--- src/rtl/ece581_lp_pkg.sv ---
// Shared types and constants for the ECE-581 LP power-management sequencer.
// Sequencer states, default phase lengths, domain indices and a small sizing helper.
package ece581_lp_pkg;

  typedef enum logic [3:0] {
    StIdle,
    StIso,
    StSave,
    StWaitOff,
    StWaitOn,
    StRst,
    StRestore,
    StDone,
    StErr
  } pmu_state_t;

  localparam int unsigned ISO_SETUP_DEF = 2;
  localparam int unsigned RST_HOLD_DEF  = 2;
  localparam int unsigned TIMEOUT_DEF   = 15;

  localparam int unsigned DOM_A = 0;
  localparam int unsigned DOM_B = 1;
  localparam int unsigned DOM_C = 2;
  localparam int unsigned DOM_D = 3;

  function automatic int unsigned max3(int unsigned a, int unsigned b, int unsigned c);
    int unsigned m;
    m = (a > b) ? a : b;
    return (m > c) ? m : c;
  endfunction

endpackage

--- src/rtl/ece581_pmu_timer.sv ---
// Loadable up-counter shared by the isolation-setup, reset-hold and ack-timeout phases.
// start_i clears the count and latches the terminal value; term_o flags count == limit.
module ece581_pmu_timer #(
  parameter int unsigned Width = 4
) (
  input  logic             clk_i,
  input  logic             rst_i,
  input  logic             start_i,
  input  logic             inc_i,
  input  logic [Width-1:0] limit_i,
  output logic             term_o
);

  logic [Width-1:0] count_q;
  logic [Width-1:0] limit_q;

  always_ff @(posedge clk_i) begin
    if (rst_i) begin
      count_q <= '0;
      limit_q <= '0;
    end else if (start_i) begin
      count_q <= '0;
      limit_q <= limit_i;
    end else if (inc_i) begin
      count_q <= count_q + 1'b1;
    end
  end

  assign term_o = (count_q == limit_q);

endmodule

--- src/rtl/ece581_pmu_seq.sv ---
// Power-management sequencer: steps one domain at a time through isolation, retention,
// power-switch control and domain reset, closing the loop on the switch acknowledge.
module ece581_pmu_seq
  import ece581_lp_pkg::*;
#(
  parameter int unsigned NUM_DOM   = 4,
  parameter int unsigned ISO_SETUP = ISO_SETUP_DEF,
  parameter int unsigned RST_HOLD  = RST_HOLD_DEF,
  parameter int unsigned TIMEOUT   = TIMEOUT_DEF
) (
  input  logic                       upf_clk_i,
  input  logic                       soc_reset_i,
  input  logic                       req_valid_i,
  output logic                       req_ready_o,
  input  logic [$clog2(NUM_DOM)-1:0] req_dom_i,
  input  logic                       req_on_i,
  input  logic [NUM_DOM-1:0]         sw_ack_i,
  output logic [NUM_DOM-1:0]         en_o,
  output logic [NUM_DOM-1:0]         iso_en_o,
  output logic [NUM_DOM-1:0]         ret_save_o,
  output logic [NUM_DOM-1:0]         ret_restore_o,
  output logic [NUM_DOM-1:0]         dom_rst_o,
  output logic [NUM_DOM-1:0]         pwr_status_o,
  output logic                       done_o,
  output logic                       err_o
);

  localparam int unsigned DW = $clog2(NUM_DOM);
  localparam int unsigned TW = $clog2(max3(ISO_SETUP, RST_HOLD, TIMEOUT) + 1);
  // Phase lengths count from zero, so hold phases terminate one below their length.
  localparam logic [TW-1:0] IsoLim  = TW'(ISO_SETUP - 1);
  localparam logic [TW-1:0] RstLim  = TW'(RST_HOLD - 1);
  localparam logic [TW-1:0] WaitLim = TW'(TIMEOUT);

  pmu_state_t state_q;
  logic [DW-1:0]      dom_q;
  logic [NUM_DOM-1:0] en_q, iso_q, save_q, restore_q, rst_q, pwr_q;
  logic               ready_q, done_q, err_q;

  logic          xfer, bad_dom, noop, ack;
  logic          tmr_start, tmr_inc, tmr_term;
  logic [TW-1:0] tmr_limit;

  assign xfer    = req_valid_i && ready_q;
  assign bad_dom = ({1'b0, req_dom_i} >= (DW + 1)'(NUM_DOM));
  assign noop    = (req_on_i == pwr_q[req_dom_i]);
  assign ack     = sw_ack_i[dom_q];

  always_comb begin
    tmr_start = 1'b0;
    tmr_limit = WaitLim;
    unique case (state_q)
      StIdle: begin
        tmr_start = xfer;
        if (!req_on_i) tmr_limit = IsoLim;
      end
      StSave:   tmr_start = 1'b1;
      StWaitOn: begin
        if (ack) begin
          tmr_start = 1'b1;
          tmr_limit = RstLim;
        end
      end
      default: ;
    endcase
  end

  assign tmr_inc = (state_q inside {StIso, StWaitOff, StWaitOn, StRst});

  ece581_pmu_timer #(
    .Width(TW)
  ) u_timer (
    .clk_i  (upf_clk_i),
    .rst_i  (soc_reset_i),
    .start_i(tmr_start),
    .inc_i  (tmr_inc),
    .limit_i(tmr_limit),
    .term_o (tmr_term)
  );

  always_ff @(posedge upf_clk_i) begin
    if (soc_reset_i) begin
      state_q   <= StIdle;
      dom_q     <= '0;
      en_q      <= '1;
      pwr_q     <= '1;
      iso_q     <= '0;
      save_q    <= '0;
      restore_q <= '0;
      rst_q     <= '0;
      ready_q   <= 1'b1;
      done_q    <= 1'b0;
      err_q     <= 1'b0;
    end else begin
      done_q    <= 1'b0;
      err_q     <= 1'b0;
      save_q    <= '0;
      restore_q <= '0;
      unique case (state_q)
        StIdle: begin
          if (xfer) begin
            ready_q <= 1'b0;
            dom_q   <= req_dom_i;
            if (bad_dom) begin
              state_q <= StErr;
              err_q   <= 1'b1;
            end else if (noop) begin
              state_q <= StDone;
              done_q  <= 1'b1;
            end else if (!req_on_i) begin
              state_q             <= StIso;
              iso_q[req_dom_i]    <= 1'b1;
            end else begin
              state_q             <= StWaitOn;
              en_q[req_dom_i]     <= 1'b1;
            end
          end
        end
        StIso: begin
          if (tmr_term) begin
            state_q       <= StSave;
            save_q[dom_q] <= 1'b1;
          end
        end
        StSave: begin
          state_q      <= StWaitOff;
          en_q[dom_q]  <= 1'b0;
          pwr_q[dom_q] <= 1'b0;
          rst_q[dom_q] <= 1'b1;
        end
        StWaitOff: begin
          if (!ack) begin
            state_q <= StDone;
            done_q  <= 1'b1;
          end else if (tmr_term) begin
            state_q <= StErr;
            err_q   <= 1'b1;
          end
        end
        StWaitOn: begin
          if (ack) begin
            state_q <= StRst;
          end else if (tmr_term) begin
            state_q      <= StErr;
            err_q        <= 1'b1;
            en_q[dom_q]  <= 1'b0;
            pwr_q[dom_q] <= 1'b0;
          end
        end
        StRst: begin
          if (tmr_term) begin
            state_q          <= StRestore;
            rst_q[dom_q]     <= 1'b0;
            restore_q[dom_q] <= 1'b1;
          end
        end
        StRestore: begin
          state_q      <= StDone;
          done_q       <= 1'b1;
          iso_q[dom_q] <= 1'b0;
          pwr_q[dom_q] <= 1'b1;
        end
        StDone, StErr: begin
          state_q <= StIdle;
          ready_q <= 1'b1;
        end
        default: begin
          state_q <= StIdle;
          ready_q <= 1'b1;
        end
      endcase
    end
  end

  assign req_ready_o   = ready_q;
  assign en_o          = en_q;
  assign iso_en_o      = iso_q;
  assign ret_save_o    = save_q;
  assign ret_restore_o = restore_q;
  assign dom_rst_o     = rst_q;
  assign pwr_status_o  = pwr_q;
  assign done_o        = done_q;
  assign err_o         = err_q;

endmodule
--- config.mk ---
export PLATFORM = sky130hd
export DESIGN_NAME = ece581_pmu_seq
export DESIGN_NICKNAME = d
export VERILOG_FILES = /design/src/rtl/ece581_lp_pkg.sv /design/src/rtl/ece581_pmu_timer.sv /design/src/rtl/ece581_pmu_seq.sv
export SDC_FILE = /design/constraint.sdc
export NUM_CORES = 1
export LEC_CHECK = 0
export CAP_MARGIN = 0
export CORE_MARGIN = 4
export CORE_UTILIZATION = 56
export DETAILED_ROUTE_END_ITERATION = 16
export DONT_BUFFER_PORTS = 1
export PLACE_DENSITY = 0.69
export SETUP_SLACK_MARGIN = 0.5
export SYNTH_ARGS = -nofsm -noshare
export SYNTH_HDL_FRONTEND = slang
export SYNTH_HIERARCHICAL = 1
export SYNTH_SLANG_ARGS = --single-unit
--- constraint.sdc ---
create_clock -name upf_clk_i -period 6.67 [get_ports upf_clk_i]
set_clock_uncertainty 0.2 [all_clocks]
set_input_delay 0.667 -clock upf_clk_i [delete_from_list [all_inputs] [get_ports upf_clk_i]]
set_output_delay 0.667 -clock upf_clk_i [all_outputs]
set_load 0.02 [all_outputs]
==> results of run 1 <==
## cell usage after synthesis (5+ instances only)
| cell | n | share of area (%) |
|---|---|---|
| sky130_fd_sc_hd__xor2_1 | 5 | 2.1 |
| sky130_fd_sc_hd__mux2i_1 | 7 | 3.3 |
| sky130_fd_sc_hd__a31oi_1 | 5 | 1.5 |
| sky130_fd_sc_hd__o21ai_0 | 5 | 1.2 |
| sky130_fd_sc_hd__inv_1 | 5 | 0.88 |
| sky130_fd_sc_hd__nand2_1 | 19 | 3.4 |
| sky130_fd_sc_hd__nand4b_1 | 6 | 2.5 |
| sky130_fd_sc_hd__a21oi_1 | 13 | 3.1 |
| sky130_fd_sc_hd__buf_2 | 7 | 1.6 |
| sky130_fd_sc_hd__nor2_1 | 40 | 7.1 |
| sky130_fd_sc_hd__dfxtp_1 | 41 | 39 |
| sky130_fd_sc_hd__nand2b_1 | 8 | 2.4 |
| sky130_fd_sc_hd__clkbuf_1 | 10 | 1.8 |
| sky130_fd_sc_hd__nor4_1 | 6 | 1.8 |
## cells by family after synthesis
group                      share of synthesized area, %
adders and majority gates                          1.77
muxes                                              7.18
DFF                                                38.6
buffers and inverters                              5.54
and+or+nand+nor                                    26.1
xor gates and xnor gates                           2.47
AOI/OAI and AO/OA                                  18.1
other                                             0.177
## layout make-up
| type | instances | share of cell area [%] |
|---|---|---|
| Sequential cell | 41 | 37.5 |
| Multi-Input combinational cell | 177 | 54.2 |
| Inverter | 5 | 0.857 |
| Clock buffer | 6 | 3.77 |
| Tap cell | 48 | 2.74 |
| Clock inverter | 2 | 0.629 |
| Timing Repair Buffer | 1 | 0.343 |
## per-layer routing
| layer | share of wire (%) | vias up | global-route usage [%] |
|---|---|---|---|
| met5 | 0 | - | 0 |
| met4 | 0.71 | 0 | 5.42 |
| met3 | 8.1 | 7 | 7.83 |
| met2 | 50 | 70 | 33.4 |
| met1 | 41 | 828 | 26.0 |
| li1 | - | 841 | - |
## worst max-delay path, cell delays in order, from the launching register on
cell and delay [ns]:
sky130_fd_sc_hd__dfxtp_1 0.80, sky130_fd_sc_hd__nor2b_1 0.61, sky130_fd_sc_hd__nand3b_2 0.30, sky130_fd_sc_hd__a21oi_2 0.31, sky130_fd_sc_hd__a31oi_1 0.11, sky130_fd_sc_hd__nor4_1 0.26
## layout by cell type (no fill, tap or decap), types with 6 or more instances in the layout
cell / instances
sky130_fd_sc_hd__a21oi_1: 13
sky130_fd_sc_hd__clkbuf_8: 6
sky130_fd_sc_hd__dfxtp_1: 41
sky130_fd_sc_hd__mux2i_1: 7
sky130_fd_sc_hd__nand2_1: 19
sky130_fd_sc_hd__nand2b_1: 8
sky130_fd_sc_hd__nand4b_1: 6
sky130_fd_sc_hd__nor2_1: 40
sky130_fd_sc_hd__nor4_1: 6
## through the flow
stage,instances,setup slack (ns),utilization [%],power (mW)
finish,280,4.00,59.8,1.00
global route,280,3.75,59.8,1.08
CTS,280,4.00,59.8,1.00
detailed placement,272,3.98,57.2,0.828
global placement,272,4.08,57.2,0.813
floorplan,243,3.87,-,0.765
## power by group
group / switching [mW] / leakage [nW] / internal (mW)
clock network: 0.0865 / 0.0512 / 0.0839
logic: 0.252 / 0.421 / 0.192
registers: 0.100 / 0.333 / 0.287
## final timing paths
path              slack, ns  cells after the start                              end                       startpoint
setup / recovery       4.00                      5         iso_en_o[3]$_SDFFE_PP0P_          state_q[2]$_SDFFE_PP0P_
hold / removal         0.24                      1            dom_q[1]$_SDFFE_PP0P_                      soc_reset_i
setup reg to reg       4.00                      5         iso_en_o[3]$_SDFFE_PP0P_          state_q[2]$_SDFFE_PP0P_
hold reg to reg        0.32                      2  u_timer/limit_q[0]$_SDFFE_PP0P_  u_timer/limit_q[0]$_SDFFE_PP0P_
==> results summary, run 1 <==
The actual transition at the worst max-transition pin is 0.873 ns. The global-route wire length before repair is 8360 um. Buffers inserted during clock tree synthesis total 5. The via density per instance is 6.24. The leakage power total is 0.806 nW. The area growth from synthesis to layout is 3.06%. The tool flagged a number of max-cap violations equal to 0.

Derived from the worst setup path, the maximum achievable clock frequency is 0.375 GHz. Summing the sequential cell areas from Yosys gives 38.6% of the chip area. When the netlist entered floorplanning its net count stood at 256. The summed area of non-filler cells in the final layout came out at 2190 um2. For this block, the via count after detailed routing is 1746. The width of the die came out at 69.6 um. The largest fanout of any net on the critical path is 19.

The detail-routed net length per standard cell is 17.0 um. The multi-input logic area is 1190 um2. The quantity of gates resized following cts is 0. The shortest clock period the worst path allows after layout came out at 2.67 ns. The number of top-level design ports came out at 37. The number of antenna violations at the first check in global routing is 0. The violation count after the first detailed-route iteration came out at 107. Headroom to the max-slew limit came out at 41.3%. Setup total negative slack on the finished layout was measured at 0 ns.

The worst hold path class is in2reg. The number of DRC violations after detailed routing came out at 0. The power density over the cells is 458 nW/um2. The total of warnings raised by yosys is 6.

The cell area after technology mapping is 2120 um2. The overflow left after global routing is 0. The H-tree was split into 2 levels. The flow ran to the end, and the final reports show no timing, DRC or antenna violations. The all-layer global routing usage is 20.7%. STA classifies the critical path endpoint as a register. After synthesis the netlist holds a flip-flop and latch count of 41. The number of antenna diodes is 0. Of all flip-flops after synthesis, the portion carrying an async set or reset was 0%.

The maximum count of clock buffers along a single path came out at 2. The filler cell count is 309. Setup violations remaining at the end of the flow were counted as 0. The detailed-route wire length came out at 4770 um. After floorplanning, the core was sized to cover 3660 um2. For this configuration, the core starts out at a cell density of 58.0%. The standard cell area after detailed placement is 2090 um2. Synthesis produced 243 cells. The count of nets after finishing came out at 244. The smallest hold slack came out at 0.236 ns. The HPWL after detailed placement is 3410 um. Data arrives at the worst endpoint at 2.67 ns. The initialized floorplan defines 22 standard-cell rows. The share of final-layout standard cells stronger than drive strength 1 is 10.3%. The final estimated routing congestion in global placement came out at 0.907.

TritonCTS built the clock tree. The post-synthesis area per instance came out at 8.74 um2. In this run the clock root is driven by a sky130_fd_sc_hd__clkbuf_8. Across the VDD grid, the largest voltage drop is 0.249 mV. The die outline area came out at 4840 um2. Setup repair after global routing left no endpoint under its margin. The number of global-route vias before repair came out at 1730. The number of failing hold endpoints at the final stage is 0. The die is 69.6 um tall.

In this run the remaining antenna-violating nets after routing total 0. The number of buffers added on ports came out at 0. The most used flip-flop cell after synthesis is sky130_fd_sc_hd__dfxtp_1. The distinct cell type count after synthesis came out at 54.

STA classifies the critical path startpoint as a register. The worst path uses 40.0% of the clock period. The pre-antenna-repair detailed-routing pass consisted of 4 iterations. Registers take 821 um2. Entering global routing, the biggest net connects 34 pins. The critical path data required time is 6.67 ns. The total count of max-transition violations in the final report is 0. Hold repair after CTS inserted 0 buffers. The post-CTS setup repair buffer count is 0. The clock insertion delay at the later pin of the skew report came out at 0.29 ns. The clock-pin slew reported for the worst setup and hold paths after clock tree synthesis came out at 0.08 ns. The clock drives 41 sinks. The kind of critical path is reg2reg. The number of enable-type register cells in the synthesized netlist is 0.
Power figures use the tool's default switching activity.
==> run 2, diff against run 1 <==
--- a/config.mk
+++ b/config.mk
@@ -10,7 +10,7 @@
 export CORE_UTILIZATION = 56
 export DETAILED_ROUTE_END_ITERATION = 16
 export DONT_BUFFER_PORTS = 1
-export PLACE_DENSITY = 0.69
+export PLACE_DENSITY = 0.72
 export SETUP_SLACK_MARGIN = 0.5
 export SYNTH_ARGS = -nofsm -noshare
 export SYNTH_HDL_FRONTEND = slang
==> constraint.sdc (replaced) <==
create_clock -name upf_clk_i -period 2.4 [get_ports upf_clk_i]
set_clock_uncertainty 0.2 [all_clocks]
set_input_delay 0.24 -clock upf_clk_i [delete_from_list [all_inputs] [get_ports upf_clk_i]]
set_output_delay 0.24 -clock upf_clk_i [all_outputs]
set_load 0.02 [all_outputs]
==> run 2 against run 1 <==
The run now ends with negative hold slack left. Non-clock buffer count up 32. Via count up 7.6%. Combinational power rose to 4.3 times the previous value. Critical path depth up 2. Sequential share of layout area down 5.9 points. Hold slack worse by 0.26 ns. Utilization up 13 points. Register-to-register slack worse by 3.9 ns. Design area up 21%. Clock power rose to 4.0 times the previous value. Largest cell class unchanged. Setup slack worse by 3.9 ns. Routed wire length up 9.8%.
==> results summary, run 2 (synthesized netlist as in run 1, its figures left out) <==
The largest net degree at the start of global routing is 34. The placed wire-length estimate after detailed placement is 3580 um. The global-route layer with the greatest usage is met2.

The part of the total power dissipated in the clock network came out at 18.8%. In this run, the number of DRC markers left after iteration 0 of detailed routing was 89. The library cells used most frequently in the layout, excluding fill and tap cells, are sky130_fd_sc_hd__nor2_1, sky130_fd_sc_hd__dfxtp_1, sky130_fd_sc_hd__buf_4.

The reported net switching power is 1.43 mW. The remaining antenna violation count came out at 0. In this run the cell area measured after placement is 2260 um2.

The critical path is of the reg2reg type. The combinational cell fraction of total power is 53.2%. The height of the die came out at 69.6 um.

The period utilization came out at 94.7%. The later pin in the worst-skew pair is clocked with a latency of 0.30 ns. The number of global-route vias before repair is 1740. The power density over the cells came out at 1350 nW/um2. The layout overhead on the synthesized area came out at 24.9%.

The number of buffers added on ports is 0. TritonCTS built the clock tree. The number of antenna violations at the first check in global routing is 0. Cells with a size suffix above 1 make up 33.0% of the layout. The number of search-and-repair iterations in the first detailed-routing pass is 4. The shortest clock period the worst path allows after layout came out at 2.27 ns.

The detail-routed net length per standard cell is 16.8 um. The initial core utilization is 58.0%. The sequential share of power came out at 27.9%.

For this run the aggregate overflow at the end of global routing stands at 0. The internal portion of the total power is 2.16 mW. The die outline area came out at 4840 um2. The width of the die is 69.6 um. For met1 alone, demand over resource in global routing was 27.9%. Summed over all layers, the routed wires come to 5240 um. The cell row count is 22.

The count of nets after finishing is 276. The clock-pin slew reported for the worst setup and hold paths after clock tree synthesis came out at 0.09 ns. For this design the static power due to leakage is 1.03 nW. The checks that failed: negative hold slack. The endpoint arrival time on the critical path is 2.26 ns. The worst setup path is launched from a register. Setup violations remaining at the end of the flow were counted as 0. The number of buffers created by CTS came out at 5.

Pin placement for this block handled 37 I/O pins. The total count of max-transition violations in the final report is 0. The via density per instance is 6.02. The number of failing hold endpoints at the final stage came out at 9.

Based on the critical path, the design can be clocked at up to 0.440 GHz. The flow ran to the end, but the final reports show violations. The largest fanout of any net on the critical path is 5. The global routing met3 resource utilization is 6.67%. The design draws 3.58 mW.

The clock tree root driver cell is sky130_fd_sc_hd__clkbuf_8. The most common cell after layout, fill and taps aside is sky130_fd_sc_hd__nor2_1. The all-layer global routing usage is 21.3%.

The summed area of non-filler cells in the final layout is 2650 um2. The worst slack at placement is 0.0350 ns. The first global-routing pass estimated 8510 um of wire. Once layout is complete, the utilization of the core stands at 72.5%. The smallest hold slack is -0.0201 ns. The area inside the core boundary is 3660 um2. The worst hold path class is in2reg. The minimum setup slack in the final design is 0.128 ns. The final sum of negative setup slack came out at 0 ns. The maximum count of clock buffers along a single path came out at 2. The largest individual stage delay along the critical path comes from the cell sky130_fd_sc_hd__mux4_2. STA puts the critical path data required time at 2.39 ns. The largest single stage delay on the critical path is 0.52 ns. The clock drives 41 sinks.

The final estimated routing congestion in global placement is 0.979. Setup repair after global routing could not meet its margin everywhere. The number of antenna diodes is 0. The worst setup path is captured at a register.

The signal on the critical path passes through mux4_2 -> ha_4 -> and4b_1 -> o211a_4 -> o21ai_4 -> o21ai_1 -> nand4b_1. The worst-case vdd ir drop is 0.610 mV. The detailed-route via count came out at 1879. The clock tree synthesis step divided the H-tree into 2 levels.

The number of DRC violations after detailed routing is 0. The number of maximum-capacitance constraint violations is 0. The switching power share of the total came out at 39.8%. The met2 track demand over resource is 34.3%.
run 2: worst paths after layout:
kind                                                       from                         endpoint  slack, ns  cells after the start
worst max-delay path                                   register             en_o[3]$_SDFFE_PP1P_       0.13                      7
worst min-delay path                                soc_reset_i         ret_save_o[3]$_SDFF_PP0_      -0.02                      3
worst max register to register                         register             en_o[3]$_SDFFE_PP1P_       0.13                      7
worst min register to register  u_timer/limit_q[3]$_SDFFE_PP0P_  u_timer/limit_q[3]$_SDFFE_PP0P_       0.32                      2
run 2: metal layers:
| metal | up-vias | routed length (um) | share of wire, % |
|---|---|---|---|
| met5 | - | 0 | 0 |
| met4 | 0 | 72 | 1.4 |
| met3 | 8 | 421 | 8.0 |
| met2 | 66 | 2510 | 48 |
| met1 | 893 | 2230 | 43 |
| li1 | 912 | - | - |
run 2: final cells by class:
| cell class | instances | area, um2 |
|---|---|---|
| multi-input combinational | 177 | 1310 |
| fill | 255 | 1010 |
| sequential | 41 | 838 |
| timing repair buffer | 33 | 289 |
| clock buffer | 5 | 68.8 |
| clock inverter | 3 | 68.8 |
| tap | 48 | 60.1 |
| inverter | 5 | 18.8 |
run 2: power by group through the flow:
stage               logic [mW]  clock network, mW  registers (mW)
finish                    1.91              0.675            1.00
global route              2.07              0.712            1.02
CTS                       1.67              0.680           0.987
detailed placement        1.49                  0           0.995
global placement          1.48                  0           0.993
floorplan                 1.21                  0           0.937
run 2: through the flow:
| stage | instances | hold WS [ns] |
|---|---|---|
| 6_report | 312 | -0.0201 |
| 5_1_grt | 312 | -0.00526 |
| 3_5_place_dp | 291 | 0.117 |
| 2_1_floorplan | 243 | 0.112 |
| 3_3_place_gp | 291 | 0.116 |
| 4_1_cts | 305 | -0.202 |
run 2: critical path, delay by kind of cell (launching register included):
kind / cells / cell delay [ns]
mux: 1 / 0.52
compound gates: 3 / 0.44
simple gates: 2 / 0.39
flops: 1 / 0.38
fa+ha+maj: 1 / 0.25
run 2: what timing repair did:
action	CTS	global route
resized for setup	15	26
setup buffers	5	3
endpoints found under the setup margin	34	38
hold endpoints to repair	38	30
pin swaps	14	16
hold buffers	1	4
==> run 3, diff against run 2 <==
--- a/config.mk
+++ b/config.mk
@@ -6,11 +6,13 @@
 export NUM_CORES = 1
 export LEC_CHECK = 0
 export CAP_MARGIN = 0
+export CELL_PAD_IN_SITES_DETAIL_PLACEMENT = 1
+export CELL_PAD_IN_SITES_GLOBAL_PLACEMENT = 2
 export CORE_MARGIN = 4
-export CORE_UTILIZATION = 56
+export CORE_UTILIZATION = 34
 export DETAILED_ROUTE_END_ITERATION = 16
 export DONT_BUFFER_PORTS = 1
-export PLACE_DENSITY = 0.72
+export PLACE_DENSITY = 0.73
 export SETUP_SLACK_MARGIN = 0.5
 export SYNTH_ARGS = -nofsm -noshare
 export SYNTH_HDL_FRONTEND = slang
==> run 3 against run 2 <==
The flow now finishes without violations. Register-to-register slack about the same. Sequential share of layout area decreased by 1.2 points. Setup slack worse by 0.0014 ns. Fmax about the same. Global-route usage down 4.3 points. Power rose by 3.8%. Routed wire length grew 20%. Via count up 0.85%. Critical path depth unchanged. Count of clock-buffer cells in the layout grew 2. Largest cell class unchanged. Highest routed layer unchanged.
==> results summary, run 3 (synthesized netlist as in run 1, its figures left out) <==
The maximum count of clock buffers along a single path is 2. The clock tree root driver cell is sky130_fd_sc_hd__clkbuf_8. The critical path data required time came out at 2.38 ns. The endpoint arrival time on the critical path came out at 2.25 ns. The initial core utilization is 35.5%. The number of clock buffers added by TritonCTS is 5. The cell row count came out at 28. The width of the die came out at 87.1 um.

Detailed routing inserted a total of 1895 vias. Setup repair after global routing could not meet its margin everywhere. Counting tap cells, the placed design contains a total of 317 instances. The final estimated routing congestion in global placement came out at 0.795. For the pin with the worst max-slew slack, the measured transition is 0.552 ns.

The smallest hold slack is 0.00362 ns. The area inside the core boundary came out at 5990 um2. The number of non-filler instances in the completed layout is 344. The clock insertion delay at the later pin of the skew report came out at 0.30 ns.

The number of DRC violations after detailed routing is 0. The clock-pin slew reported for the worst setup and hold paths after clock tree synthesis came out at 0.08 ns. The detail route stage leaves a number of antenna-violating nets equal to 0. The die outline area came out at 7580 um2.

The number of global-route vias before repair was 1935. TritonCTS built the clock tree. For this design the static power due to leakage is 1.07 nW.

Across the run, the number of max-cap violations was 0. Dividing the detail-routed wire length by the instance count gives 18.2 um. The all-layer global routing usage came out at 17.0%. The hold path depth came out at 3. The power density over the cells came out at 1340 nW/um2. The worst setup path is of the reg2reg kind.

Timing analysis after detailed placement gives a worst setup slack of -0.109 ns. The height of the die came out at 87.1 um. 37 I/O pins were placed.

The share of final-layout standard cells stronger than drive strength 1 is 38.3%. The flow ran to the end, and the final reports show no timing, DRC or antenna violations. The worst-case vdd ir drop came out at 0.689 mV. The worst setup path is captured at a register.

The minimum setup slack in the final design came out at 0.127 ns. The number of buffers added on ports is 0. The filler cell count is 691. The worst setup path is launched from a register. The worst pin sits at a relative slew slack of 62.9%. After global routing the overflow that remains totals 0.

The worst hold path class is in2reg. The setup-violating endpoint count in the final report came out at 0. Based on the critical path, the design can be clocked at up to 0.440 GHz. The layout overhead on the synthesized area came out at 30.4%.

The shortest clock period the worst path allows after layout is 2.27 ns. The via density per instance came out at 5.51. The deepest level of the CTS H-tree came out at 2. Leaving out fill and tap cells, the most frequent cell in the layout is sky130_fd_sc_hd__nor2_1. The count of nets after finishing is 281. The violation count after the first detailed-route iteration is 89. The first global-routing pass estimated 10000 um of wire.

The largest fanout of any net on the critical path is 5. The detailed-route wire length came out at 6270 um. The number of antenna violations at the first check in global routing is 0.

The period utilization came out at 94.7%. The total count of max-transition violations in the final report is 0. The number of failing hold endpoints at the final stage came out at 0. In the layout the commonest cells are sky130_fd_sc_hd__nor2_1, sky130_fd_sc_hd__dfxtp_1, sky130_fd_sc_hd__buf_4. Once detailed placement completed, the half-perimeter wirelength came to 4220 um. The worst register-to-register path has a depth of 7. The number of antenna diodes came out at 0.

The number of clock sinks is 41. Entering global routing, the biggest net connects 31 pins. The number of search-and-repair iterations in the first detailed-routing pass is 4.
## run 3: power breakdown
part	internal (mW)	leakage [nW]	switching (mW)
registers	0.810	0.338	0.205
logic	1.12	0.676	1.08
clock network	0.260	0.0542	0.244
total	2.19	1.07	1.53
## run 3: area by class of cell
class	count	area, um2	share of cell area (%)
Clock inverter	1	5.00	0.181
Tap cell	75	93.8	3.39
Sequential cell	41	842	30.4
Timing Repair Buffer	38	342	12.3
Clock buffer	7	96.3	3.48
Inverter	5	18.8	0.677
Multi-Input combinational cell	177	1370	49.6
## run 3: final timing paths
check | start | end | slack, ns
max reg2reg | register | en_o[3]$_SDFFE_PP1P_ | 0.13
max | register | en_o[3]$_SDFFE_PP1P_ | 0.13
min reg2reg | u_timer/limit_q[1]$_SDFFE_PP0P_ | u_timer/limit_q[1]$_SDFFE_PP0P_ | 0.33
min | req_valid_i | req_ready_o$_SDFFE_PP1P_ | 0.004
## run 3: critical path, stage by stage, from the launching register on
cell and delay, ns:
sky130_fd_sc_hd__dfxtp_4 0.38, sky130_fd_sc_hd__mux4_2 0.53, sky130_fd_sc_hd__ha_4 0.25, sky130_fd_sc_hd__and4b_1 0.27
sky130_fd_sc_hd__o211a_4 0.21, sky130_fd_sc_hd__o21ai_4 0.08, sky130_fd_sc_hd__o21ai_1 0.13, sky130_fd_sc_hd__nand4b_1 0.10
## run 3: metrics by stage
stage | TNS [ns] | area [um2] | total power, mW | util, %
final | 0 | 2770 | 3.72 | 46.3
after global routing | 0 | 2770 | 3.97 | 46.3
after CTS | 0 | 2580 | 3.34 | 43.1
after detailed placement | -0.109 | 2290 | 2.52 | 38.2
after global placement | 0 | 2290 | 2.52 | 38.2
after floorplan | 0 | 2170 | 2.15 | -
## run 3: layer usage
metal | part of all wire, % | GRT usage [%] | vias to the layer above
met1 | 44 | 22.3 | 938
met2 | 51 | 28.0 | 31
met4 | 1.2 | 4.96 | 0
met5 | 0 | 0 | -
met3 | 3.6 | 3.50 | 7
li1 | - | - | 919
## run 3: timing repair
action,in CTS,in global routing
endpoints found under the hold margin,36,0
hold buffers,3,0
pin swaps,22,23
gates resized for setup,25,32
endpoints found under the setup margin,33,38
setup buffers,10,6
